### src/rtl/mips_mc_controller_pkg.sv
// mips_pkg: shared encodings for the multicycle MIPS control unit.
//   - opcode / R-type funct values understood by the controller
//   - ALUControl codes, FSM ALU-op requests
//   - ALUsrcB and PCsrc select codes
//   - 4-bit FSM state enum (also exported on state_dbg)
package mips_pkg;

  localparam logic [5:0] OP_RTYPE = 6'b000000;
  localparam logic [5:0] OP_LW    = 6'b100011;
  localparam logic [5:0] OP_SW    = 6'b101011;
  localparam logic [5:0] OP_BEQ   = 6'b000100;
  localparam logic [5:0] OP_ADDI  = 6'b001000;
  localparam logic [5:0] OP_J     = 6'b000010;

  localparam logic [5:0] F_ADD = 6'b100000;
  localparam logic [5:0] F_SUB = 6'b100010;
  localparam logic [5:0] F_AND = 6'b100100;
  localparam logic [5:0] F_OR  = 6'b100101;
  localparam logic [5:0] F_SLT = 6'b101010;

  localparam logic [2:0] ALU_ADD = 3'b010;
  localparam logic [2:0] ALU_SUB = 3'b110;
  localparam logic [2:0] ALU_AND = 3'b000;
  localparam logic [2:0] ALU_OR  = 3'b001;
  localparam logic [2:0] ALU_SLT = 3'b111;

  localparam logic [1:0] SRCB_REG   = 2'b00;
  localparam logic [1:0] SRCB_INC   = 2'b01;
  localparam logic [1:0] SRCB_IMM   = 2'b10;
  localparam logic [1:0] SRCB_IMMSH = 2'b11;

  localparam logic [1:0] PCSRC_ALU    = 2'b00;
  localparam logic [1:0] PCSRC_ALUOUT = 2'b01;
  localparam logic [1:0] PCSRC_JUMP   = 2'b10;

  // What the FSM asks of the ALU; NONE leaves ALUControl at 000.
  typedef enum logic [1:0] {
    ALUOP_NONE  = 2'd0,
    ALUOP_ADD   = 2'd1,
    ALUOP_SUB   = 2'd2,
    ALUOP_FUNCT = 2'd3
  } aluop_t;

  typedef enum logic [3:0] {
    S_FETCH  = 4'd0,
    S_DECODE = 4'd1,
    S_MEMADR = 4'd2,
    S_MEMRD  = 4'd3,
    S_MEMWB  = 4'd4,
    S_MEMWR  = 4'd5,
    S_EXEC   = 4'd6,
    S_ALUWB  = 4'd7,
    S_BRANCH = 4'd8,
    S_ADDIEX = 4'd9,
    S_ADDIWB = 4'd10,
    S_JUMP   = 4'd11,
    S_TRAP   = 4'd12
  } state_t;

endpackage

### src/rtl/mips_mc_controller_if.sv
// mips_mc_controller_if: controller <-> datapath bundle.
//   master: controller side (takes IR fields / zero / mem_ready, drives strobes and selects)
//   slave : datapath side
interface mips_mc_controller_if;
  logic [5:0] opcode;
  logic [5:0] funct;
  logic       zero;
  logic       mem_ready;
  logic       PCEn;
  logic       IorD;
  logic       Memwrite;
  logic       IRWrite;
  logic       RegDst;
  logic       MemtoReg;
  logic       RegWrite;
  logic       ALUsrcA;
  logic [1:0] ALUsrcB;
  logic [2:0] ALUControl;
  logic [1:0] PCsrc;

  modport master (
    input  opcode, funct, zero, mem_ready,
    output PCEn, IorD, Memwrite, IRWrite, RegDst, MemtoReg, RegWrite,
           ALUsrcA, ALUsrcB, ALUControl, PCsrc
  );

  modport slave (
    output opcode, funct, zero, mem_ready,
    input  PCEn, IorD, Memwrite, IRWrite, RegDst, MemtoReg, RegWrite,
           ALUsrcA, ALUsrcB, ALUControl, PCsrc
  );
endinterface

### src/rtl/mips_mc_controller_alu_decoder.sv
// alu_decoder: turns the FSM ALU-op request plus the R-type funct into
// ALUControl, and flags functs the core does not implement.
//   aluop      in  FSM request (none/add/sub/funct)
//   funct      in  IR[5:0]
//   alucontrol out ALU operation code
//   bad_funct  out funct unsupported (only meaningful for ALUOP_FUNCT)
module alu_decoder
  import mips_pkg::*;
(
  input  aluop_t     aluop,
  input  logic [5:0] funct,
  output logic [2:0] alucontrol,
  output logic       bad_funct
);

  always_comb begin
    alucontrol = 3'b000;
    bad_funct  = 1'b0;
    case (aluop)
      ALUOP_ADD: alucontrol = ALU_ADD;
      ALUOP_SUB: alucontrol = ALU_SUB;
      ALUOP_FUNCT: begin
        case (funct)
          F_ADD:   alucontrol = ALU_ADD;
          F_SUB:   alucontrol = ALU_SUB;
          F_AND:   alucontrol = ALU_AND;
          F_OR:    alucontrol = ALU_OR;
          F_SLT:   alucontrol = ALU_SLT;
          default: bad_funct  = 1'b1;
        endcase
      end
      default: alucontrol = 3'b000;
    endcase
  end

endmodule

### src/rtl/mips_mc_controller.sv
// mips_mc_controller: Moore multicycle control FSM for the 16-bit MIPS core.
//   clk       in  rising-edge clock
//   rst       in  asynchronous active-low reset
//   bus       master modport: IR fields, zero, mem_ready in; strobes/selects out
//   illegal   out sticky trap indication (held until reset)
//   retired   out completed-instruction count, wraps at 2^CNT_W
//   state_dbg out current state encoding
// Only PCEn looks at an input (zero) combinationally; memory-side strobes
// follow mem_ready so each access produces a single-cycle pulse.
module mips_mc_controller
  import mips_pkg::*;
#(
  parameter bit HAS_MEM_HANDSHAKE = 1'b1,
  parameter bit TRAP_ON_ILLEGAL   = 1'b1,
  parameter int CNT_W             = 16
) (
  input  logic             clk,
  input  logic             rst,
  mips_mc_controller_if.master bus,
  output logic             illegal,
  output logic [CNT_W-1:0] retired,
  output logic [3:0]       state_dbg
);

  state_t     state, nxt;
  aluop_t     aluop;
  logic       mr, bad_funct;
  logic       pcwrite, branch, irwrite, memwrite, regwrite;
  logic [2:0] alucontrol;

  // Without a handshake every memory access completes in one cycle.
  assign mr = HAS_MEM_HANDSHAKE ? bus.mem_ready : 1'b1;

  alu_decoder u_alu_dec (
    .aluop      (aluop),
    .funct      (bus.funct),
    .alucontrol (alucontrol),
    .bad_funct  (bad_funct)
  );

  always_ff @(posedge clk or negedge rst) begin
    if (!rst) begin
      state   <= S_FETCH;
      retired <= '0;
    end else begin
      state <= nxt;
      // FETCH->FETCH is a memory wait, not a retirement; TRAP never leaves.
      if (nxt == S_FETCH && state != S_FETCH && state != S_TRAP)
        retired <= retired + CNT_W'(1);
    end
  end

  always_comb begin
    nxt          = state;
    pcwrite      = 1'b0;
    branch       = 1'b0;
    irwrite      = 1'b0;
    memwrite     = 1'b0;
    regwrite     = 1'b0;
    bus.IorD     = 1'b0;
    bus.RegDst   = 1'b0;
    bus.MemtoReg = 1'b0;
    bus.ALUsrcA  = 1'b0;
    bus.ALUsrcB  = SRCB_REG;
    bus.PCsrc    = PCSRC_ALU;
    aluop        = ALUOP_NONE;
    case (state)
      S_FETCH: begin
        bus.ALUsrcB = SRCB_INC;
        aluop       = ALUOP_ADD;
        irwrite     = mr;
        pcwrite     = mr;
        if (mr) nxt = S_DECODE;
      end
      S_DECODE: begin
        // Branch target is computed speculatively into ALUOut here.
        bus.ALUsrcB = SRCB_IMMSH;
        aluop       = ALUOP_ADD;
        case (bus.opcode)
          OP_LW, OP_SW: nxt = S_MEMADR;
          OP_RTYPE:     nxt = S_EXEC;
          OP_BEQ:       nxt = S_BRANCH;
          OP_ADDI:      nxt = S_ADDIEX;
          OP_J:         nxt = S_JUMP;
          default:      nxt = TRAP_ON_ILLEGAL ? S_TRAP : S_FETCH;
        endcase
      end
      S_MEMADR: begin
        bus.ALUsrcA = 1'b1;
        bus.ALUsrcB = SRCB_IMM;
        aluop       = ALUOP_ADD;
        nxt         = (bus.opcode == OP_SW) ? S_MEMWR : S_MEMRD;
      end
      S_MEMRD: begin
        bus.IorD = 1'b1;
        if (mr) nxt = S_MEMWB;
      end
      S_MEMWB: begin
        regwrite     = 1'b1;
        bus.MemtoReg = 1'b1;
        nxt          = S_FETCH;
      end
      S_MEMWR: begin
        bus.IorD = 1'b1;
        memwrite = mr;
        if (mr) nxt = S_FETCH;
      end
      S_EXEC: begin
        bus.ALUsrcA = 1'b1;
        aluop       = ALUOP_FUNCT;
        if (bad_funct) nxt = TRAP_ON_ILLEGAL ? S_TRAP : S_FETCH;
        else           nxt = S_ALUWB;
      end
      S_ALUWB: begin
        regwrite   = 1'b1;
        bus.RegDst = 1'b1;
        nxt        = S_FETCH;
      end
      S_BRANCH: begin
        bus.ALUsrcA = 1'b1;
        aluop       = ALUOP_SUB;
        bus.PCsrc   = PCSRC_ALUOUT;
        branch      = 1'b1;
        nxt         = S_FETCH;
      end
      S_ADDIEX: begin
        bus.ALUsrcA = 1'b1;
        bus.ALUsrcB = SRCB_IMM;
        aluop       = ALUOP_ADD;
        nxt         = S_ADDIWB;
      end
      S_ADDIWB: begin
        regwrite = 1'b1;
        nxt      = S_FETCH;
      end
      S_JUMP: begin
        bus.PCsrc = PCSRC_JUMP;
        pcwrite   = 1'b1;
        nxt       = S_FETCH;
      end
      S_TRAP:  nxt = S_TRAP;
      default: nxt = S_FETCH;
    endcase
  end

  // Strobes are gated by reset so nothing fires while the FSM is held in FETCH.
  assign bus.PCEn       = rst & (pcwrite | (branch & bus.zero));
  assign bus.IRWrite    = rst & irwrite;
  assign bus.Memwrite   = rst & memwrite;
  assign bus.RegWrite   = rst & regwrite;
  assign bus.ALUControl = alucontrol;
  assign illegal        = (state == S_TRAP);
  assign state_dbg      = state;

endmodule

### src/flat_wrapper.sv
// flat-port wrapper written by rule: the top's interface ports become plain ports
module mips_mc_controller_flat import mips_pkg::*;
#(
  parameter bit HAS_MEM_HANDSHAKE = 1'b1,
  parameter bit TRAP_ON_ILLEGAL   = 1'b1,
  parameter int CNT_W             = 16
)
  (clk, rst, illegal, retired, state_dbg, bus_opcode, bus_funct, bus_zero, bus_mem_ready, bus_PCEn, bus_IorD, bus_Memwrite, bus_IRWrite, bus_RegDst, bus_MemtoReg, bus_RegWrite, bus_ALUsrcA, bus_ALUsrcB, bus_ALUControl, bus_PCsrc);
  mips_mc_controller_if bus_i ();
  input  logic clk;
  input  logic rst;
  output logic illegal;
  output logic [CNT_W-1:0] retired;
  output logic [3:0] state_dbg;
  input wire logic [$bits(bus_i.opcode)-1:0] bus_opcode;
  input wire logic [$bits(bus_i.funct)-1:0] bus_funct;
  input wire logic [$bits(bus_i.zero)-1:0] bus_zero;
  input wire logic [$bits(bus_i.mem_ready)-1:0] bus_mem_ready;
  output wire logic [$bits(bus_i.PCEn)-1:0] bus_PCEn;
  output wire logic [$bits(bus_i.IorD)-1:0] bus_IorD;
  output wire logic [$bits(bus_i.Memwrite)-1:0] bus_Memwrite;
  output wire logic [$bits(bus_i.IRWrite)-1:0] bus_IRWrite;
  output wire logic [$bits(bus_i.RegDst)-1:0] bus_RegDst;
  output wire logic [$bits(bus_i.MemtoReg)-1:0] bus_MemtoReg;
  output wire logic [$bits(bus_i.RegWrite)-1:0] bus_RegWrite;
  output wire logic [$bits(bus_i.ALUsrcA)-1:0] bus_ALUsrcA;
  output wire logic [$bits(bus_i.ALUsrcB)-1:0] bus_ALUsrcB;
  output wire logic [$bits(bus_i.ALUControl)-1:0] bus_ALUControl;
  output wire logic [$bits(bus_i.PCsrc)-1:0] bus_PCsrc;
  assign bus_i.opcode = bus_opcode;
  assign bus_i.funct = bus_funct;
  assign bus_i.zero = bus_zero;
  assign bus_i.mem_ready = bus_mem_ready;
  assign bus_PCEn = bus_i.PCEn;
  assign bus_IorD = bus_i.IorD;
  assign bus_Memwrite = bus_i.Memwrite;
  assign bus_IRWrite = bus_i.IRWrite;
  assign bus_RegDst = bus_i.RegDst;
  assign bus_MemtoReg = bus_i.MemtoReg;
  assign bus_RegWrite = bus_i.RegWrite;
  assign bus_ALUsrcA = bus_i.ALUsrcA;
  assign bus_ALUsrcB = bus_i.ALUsrcB;
  assign bus_ALUControl = bus_i.ALUControl;
  assign bus_PCsrc = bus_i.PCsrc;
  mips_mc_controller #(.HAS_MEM_HANDSHAKE(HAS_MEM_HANDSHAKE), .TRAP_ON_ILLEGAL(TRAP_ON_ILLEGAL), .CNT_W(CNT_W)) u_core (.clk(clk), .rst(rst), .bus(bus_i), .illegal(illegal), .retired(retired), .state_dbg(state_dbg));
endmodule
### config.mk
export PLATFORM = sky130hd
export DESIGN_NAME = mips_mc_controller_flat
export DESIGN_NICKNAME = d
export VERILOG_FILES = /design/src/rtl/mips_mc_controller_pkg.sv /design/src/rtl/mips_mc_controller_if.sv /design/src/rtl/mips_mc_controller_alu_decoder.sv /design/src/rtl/mips_mc_controller.sv /design/src/flat_wrapper.sv
export SDC_FILE = /design/constraint.sdc
export NUM_CORES = 1
export LEC_CHECK = 0
export ABC_AREA = 1
export CORE_ASPECT_RATIO = 1.4
export CORE_UTILIZATION = 50
export DETAILED_ROUTE_END_ITERATION = 10
export PLACE_DENSITY = 0.87
export SLEW_MARGIN = 20
export SYNTH_ARGS = -nofsm -noshare
export SYNTH_HDL_FRONTEND = slang
export SYNTH_HIERARCHICAL = 1
export SYNTH_SLANG_ARGS = --single-unit
### constraint.sdc
create_clock -name clk -period 5.18 [get_ports clk]
set_clock_uncertainty 0.1 [all_clocks]
set_input_delay 0.777 -clock clk [delete_from_list [all_inputs] [get_ports clk]]
set_output_delay 0.777 -clock clk [all_outputs]
set_load 0.02 [all_outputs]
# Word level (Yosys, flattened, before mapping)
# Index checks and enable logic that the tools add are counted.
[classes] n_addsub=1 eq_ne=26 muxes=23 bitwise_logic=6 n_reduce_logical=13
[op_table] cell="$eq A6 B6 Y1 const B" count=7
[op_table] cell="$pmux W4 S8" count=1
[op_table] cell="$eq A4 B4 Y1 const B" count=5
[op_table] cell="$pmux W4 S5" count=1
[op_table] cell="$add A16 B1 Y16 const B" count=1
[op_table] cell="$eq A4 B3 Y1 const B" count=4
[op_table] cell="$mux W4" count=4
[op_table] cell="$pmux W2 S3" count=2
[op_table] cell="$pmux W3 S4" count=1
[op_table] cell="$mux W1" count=10
[op_table] cell="$pmux W3 S3" count=1
[op_table] cell="$eq A4 B2 Y1 const B" count=2
[op_table] cell="$logic_not A4 Y1" count=2
[op_table] cell="$reduce_or A4 Y1" count=2
[op_table] cell="$eq A6 B2 Y1 const B" count=1
[op_table] cell="$eq A6 B3 Y1 const B" count=1
[op_table] cell="$eq A6 B4 Y1 const B" count=1
[op_table] cell="$logic_not A6 Y1" count=1
[op_table] cell="$reduce_or A2 Y1" count=3
[op_table] cell="$and A1 B1 Y1" count=5
[op_table] cell="$reduce_or A5 Y1" count=1
[op_table] cell="$eq A2 B2 Y1 const B" count=2
[op_table] cell="$eq A4 B1 Y1 const B" count=1
[op_table] cell="$ne A4 B4 Y1 const B" count=1
[op_table] cell="other kinds (8)" count=9
[totals] reg_bits=20 in_bits=16 word_cells=71

# Depth between registers and ports, before layout
[logic_depth] ltp_word=10 ltp_mapped=20

# Hierarchy
# The synthesis kept the hierarchy.
[by_module_without_submodules] mod="mips_mc_controller" instances=1 cells_per_inst=223 area_per_inst_um2=1466.4 seq_area_each_um2=500.5
[by_module_without_submodules] mod="alu_decoder" instances=1 cells_per_inst=29 area_per_inst_um2=146.4 seq_area_each_um2=0.0

# Worst setup path after synthesis
# OpenSTA, ideal clock, no wires.
[synth_path] kind="register to output" start="register u_core.state[3] (netlist: u_core/state_dbg[3])" end="output bus_ALUControl[2]" arrival_ns=1.916 setup_slack_ns=2.387 stages_incl_launch_ff=8 path_cell_list="dfrtp_1 -> inv_1 -> nor2_1 -> inv_2 -> nor2_1 -> inv_1 -> nand2_1 -> a21boi_0"
[synth_via] elab_chain_cells=5
[synth_lines] element="start, declared" line_no="mips_mc_controller.sv:25" rtl="state_t state, nxt;"
[synth_lines] element="start signal, assigned" line_no="mips_mc_controller.sv:46" rtl="state <= nxt;"
[synth_lines] element="$eq A4 B2 Y1, or another cell as far along" line_no="mips_mc_controller.sv:67" rtl="case (state)"
[synth_lines] element="$reduce_or A4 Y1 (no source line)"
[synth_lines] element="$pmux W2 S3 *" line_no="mips_mc_controller.sv:67"
[synth_lines] element="via u_core.aluop[1]" line_no="mips_mc_controller.sv:26" rtl="aluop_t aluop;"
[synth_lines] element="$eq A2 B2 Y1 / $eq A2 B1 Y1 (equally long branches)" line_no="mips_mc_controller_alu_decoder.sv:19" rtl="case (aluop)"
[synth_lines] element="$pmux W3 S3 *" line_no="mips_mc_controller_alu_decoder.sv:19"
[synth_lines] element="end, declared" line_no="flat_wrapper.sv:28" rtl="output wire logic [$bits(bus_i.ALUControl)-1:0] bus_ALUControl;"
# The timed path passes the listed nets; every way through them passes the cells marked *.

# Final worst setup path
[layout_path] start="input rst" end="output bus_Memwrite"
[layout_via] elab_chain_cells=1
[layout_lines] element="start, declared" line_no="flat_wrapper.sv:11" rtl="input logic rst;"
[layout_lines] element="$and A1 B1 Y1" line_no="mips_mc_controller.sv:149" rtl="assign bus.Memwrite = rst & memwrite;"
[layout_lines] element="end, declared" line_no="flat_wrapper.sv:21" rtl="output wire logic [$bits(bus_i.Memwrite)-1:0] bus_Memwrite;"
# Every way passes these cells.

==> impl_metrics.json <==
{
  "status": "completed",
  "h-tree-depth": 1,
  "grt_pass1_vias": 1665,
  "power_leakage_nw": 1.08,
  "clk_pin_slew_worst_paths_ns": 0.07,
  "rows": 24,
  "crit_path_end_kind": "output pin",
  "synthMuxAreaShare_pct": 0,
  "yosys.area.top_type_share_pct": 31.0,
  "yosysWarnings": 6,
  "cts.sinks": 20,
  "clock_latency_ns": 0.25,
  "rsz0062_at_grt": "no",
  "peakVddDrop_uv": 323,
  "dpl.hpwl_mm": 3.01,
  "ioPinCount": 52,
  "syn_avg_cell_area_um2": 6.40,
  "drive_gt1_share_pct": 7.54,
  "cts_root_buf": "clkbuf_8",
  "ant_nets": 0,
  "startpoint_type": "input pin",
  "finalSetupTns_ns": 0,
  "slew_violations": 0,
  "crit_arrival_ns": 2.45,
  "ys_ff_latch": 20,
  "fin_total_pwr_w": 0.000939,
  "synth_compound_area_share_pct": 4.27,
  "die-area_um2": 3460,
  "vias": 1749,
  "drtIter0Drc": 53,
  "place_congestion": 0.902,
  "synth_fp_nets": 269,
  "synth.area.top_cells": "dfrtp_1 31%, nand2_1 16%, nand3_1 12%",
  "yosysTopAreaCell": "dfrtp_1",
  "syn-cell-area_um2": 1610,
  "antenna_found_initial": 0,
  "crit_fanout": 22,
  "period_needed_ns": 3.33,
  "path_class": "in -> out",
  "cts_buffer_depth": 2,
  "cts_tree": "built",
  "cts_buffers": 3,
  "grt_pass1_wl_mm": 6.98,
  "slew_headroom_pct": 70.7,
  "ctsResizeCount": 0,
  "synthDistinctLibCells": 26,
  "wl_mm": 3.91,
  "diodes": 0,
  "tightest_slew_ns": 0.438,
  "firstDrtPassIters": 4,
  "dieHeight_um": 69.2,
  "nets": 323,
  "yosys.area_share.simple_pct": 47.0,
  "powerDensity_nw_per_um2": 422,
  "post_cts_buffers": 0,
  "gr-total-overflow": 0,
  "synth_top_family_by_area": "simple AND/OR/NAND/NOR gates",
  "synth-xor-area-share_pct": 7.60,
  "viasPerCell": 5.08,
  "hold_class": "reg -> reg",
  "period_share_pct": 64.2,
  "route.detailed.drc": 0,
  "coreArea_um2": 3090,
  "required_ns": 4.30,
  "maxCapViolCount": 0,
  "die_w_um": 50,
  "portBuffers": 51,
  "cts_hold_buf": 0,
  "hold_viol_final": 0,
  "max_freq_mhz": 301,
  "floorplan.initialDensity_pct": 52.1,
  "grt.total_usage_pct": 25.1,
  "synthCells": 252,
  "synth_adder_area_share_pct": 0.776,
  "grt_max_degree": 23,
  "final_core_util_pct": 71.9,
  "setup_violations": 0,
  "syn_to_final_growth_pct": 37.9,
  "wl_per_cell_um": 11.4,
  "ys_seq_area_share_pct": 31.0
}
-- cell usage in the layout, fill, tap and decap left out, drive strengths merged, types with 2 or more instances in the layout --
cell           count
a21oi              4
nor3               4
o21ai              3
xnor2              6
clkdlybuf4s50     51
xor2               8
nor2              51
nand2             71
clkbuf             3
nand4              2
inv               33
dfrtp             20
nand3             41
-- stage by stage --
stage	cell area, µm²	hold WS (ns)	worst slack, ns	instances
after floorplan	1610	0.381	2.39	252
after detailed placement	2150	0.403	1.82	340
final	2220	0.411	1.85	344
after global placement	2150	0.388	1.87	340
after global routing	2220	0.449	1.74	344
after CTS	2220	0.421	1.83	344
-- final timing paths --
check	from	to	slack [ns]	cells past startpoint
setup / recovery	rst	bus_Memwrite	1.85	5
hold / removal	u_core/retired[13]	u_core/retired[13]	0.41	2
setup reg to reg	u_core/state_dbg[3]	u_core/retired[12]	2.27	19
hold reg to reg	u_core/retired[13]	u_core/retired[13]	0.41	2
max in group asynchronous	rst	u_core/state_dbg[0]	3.97	2
min in group asynchronous	rst	u_core/retired[3]	0.78	2
-- worst max-delay path, stage by stage --
cell             delay [ns]
clkdlybuf4s50_1        0.46
buf_4                  0.29
inv_1                  0.12
nor3_1                 0.17
clkdlybuf4s50_1        0.63
-- logic make-up after synthesis --
kind of cell / Yosys count
AO/OA/AOI/OAI: 11
XOR/XNOR: 14
adder cells (fa/ha/maj): 1
buffers and inverters: 36
flip-flops: 20
AND/OR/NAND/NOR: 170
-- synth_stat cells --
library cell	n
dfrtp_1	20
a21boi_0	1
nand3_2	1
o211ai_2	1
o31ai_1	1
nand2_4	1
buf_6	1
nand2_2	2
nand3_1	40
nor3_1	4
buf_4	2
xor2_1	8
nor2_2	3
nor2_4	4
inv_2	6
nor2_1	44
xnor2_1	6
nand2_1	68
ha_1	1
o21ai_1	1
nand3b_1	1
nand4_1	2
o21ai_0	2
inv_1	27
a21oi_1	4
a31oi_1	1
-- area by class of cell --
cell class                 count  area [µm²]
multi-input combinational    196         962
fill                         261         868
timing repair buffer          52         518
sequential                    20         500
inverter                      33         124
tap                           39        48.8
clock buffer                   3        41.3
clock inverter                 1        30.0
-- metal layers --
| metal | global-route usage [%] | vias up | wire [µm] |
|---|---|---|---|
| li1 | - | 900 | - |
| met1 | 29.2 | 803 | 1540 |
| met2 | 47.1 | 44 | 2190 |
| met3 | 1.75 | 2 | 154 |
| met4 | 7.30 | 0 | 25 |
| met5 | 0 | - | 0 |
-- registers in the layout, indices dropped and copies added (netlist names) --
register,count
u_core/retired,16
u_core/state_dbg,4
-- report_power, final --
part,switching (W),leakage (nW),internal [W]
combinational,0.000357,0.778,0.000208
sequential,0.0000374,0.271,0.000184
clock,0.0000493,0.0357,0.000103
No activity file was read; power rests on OpenSTA's default activity.
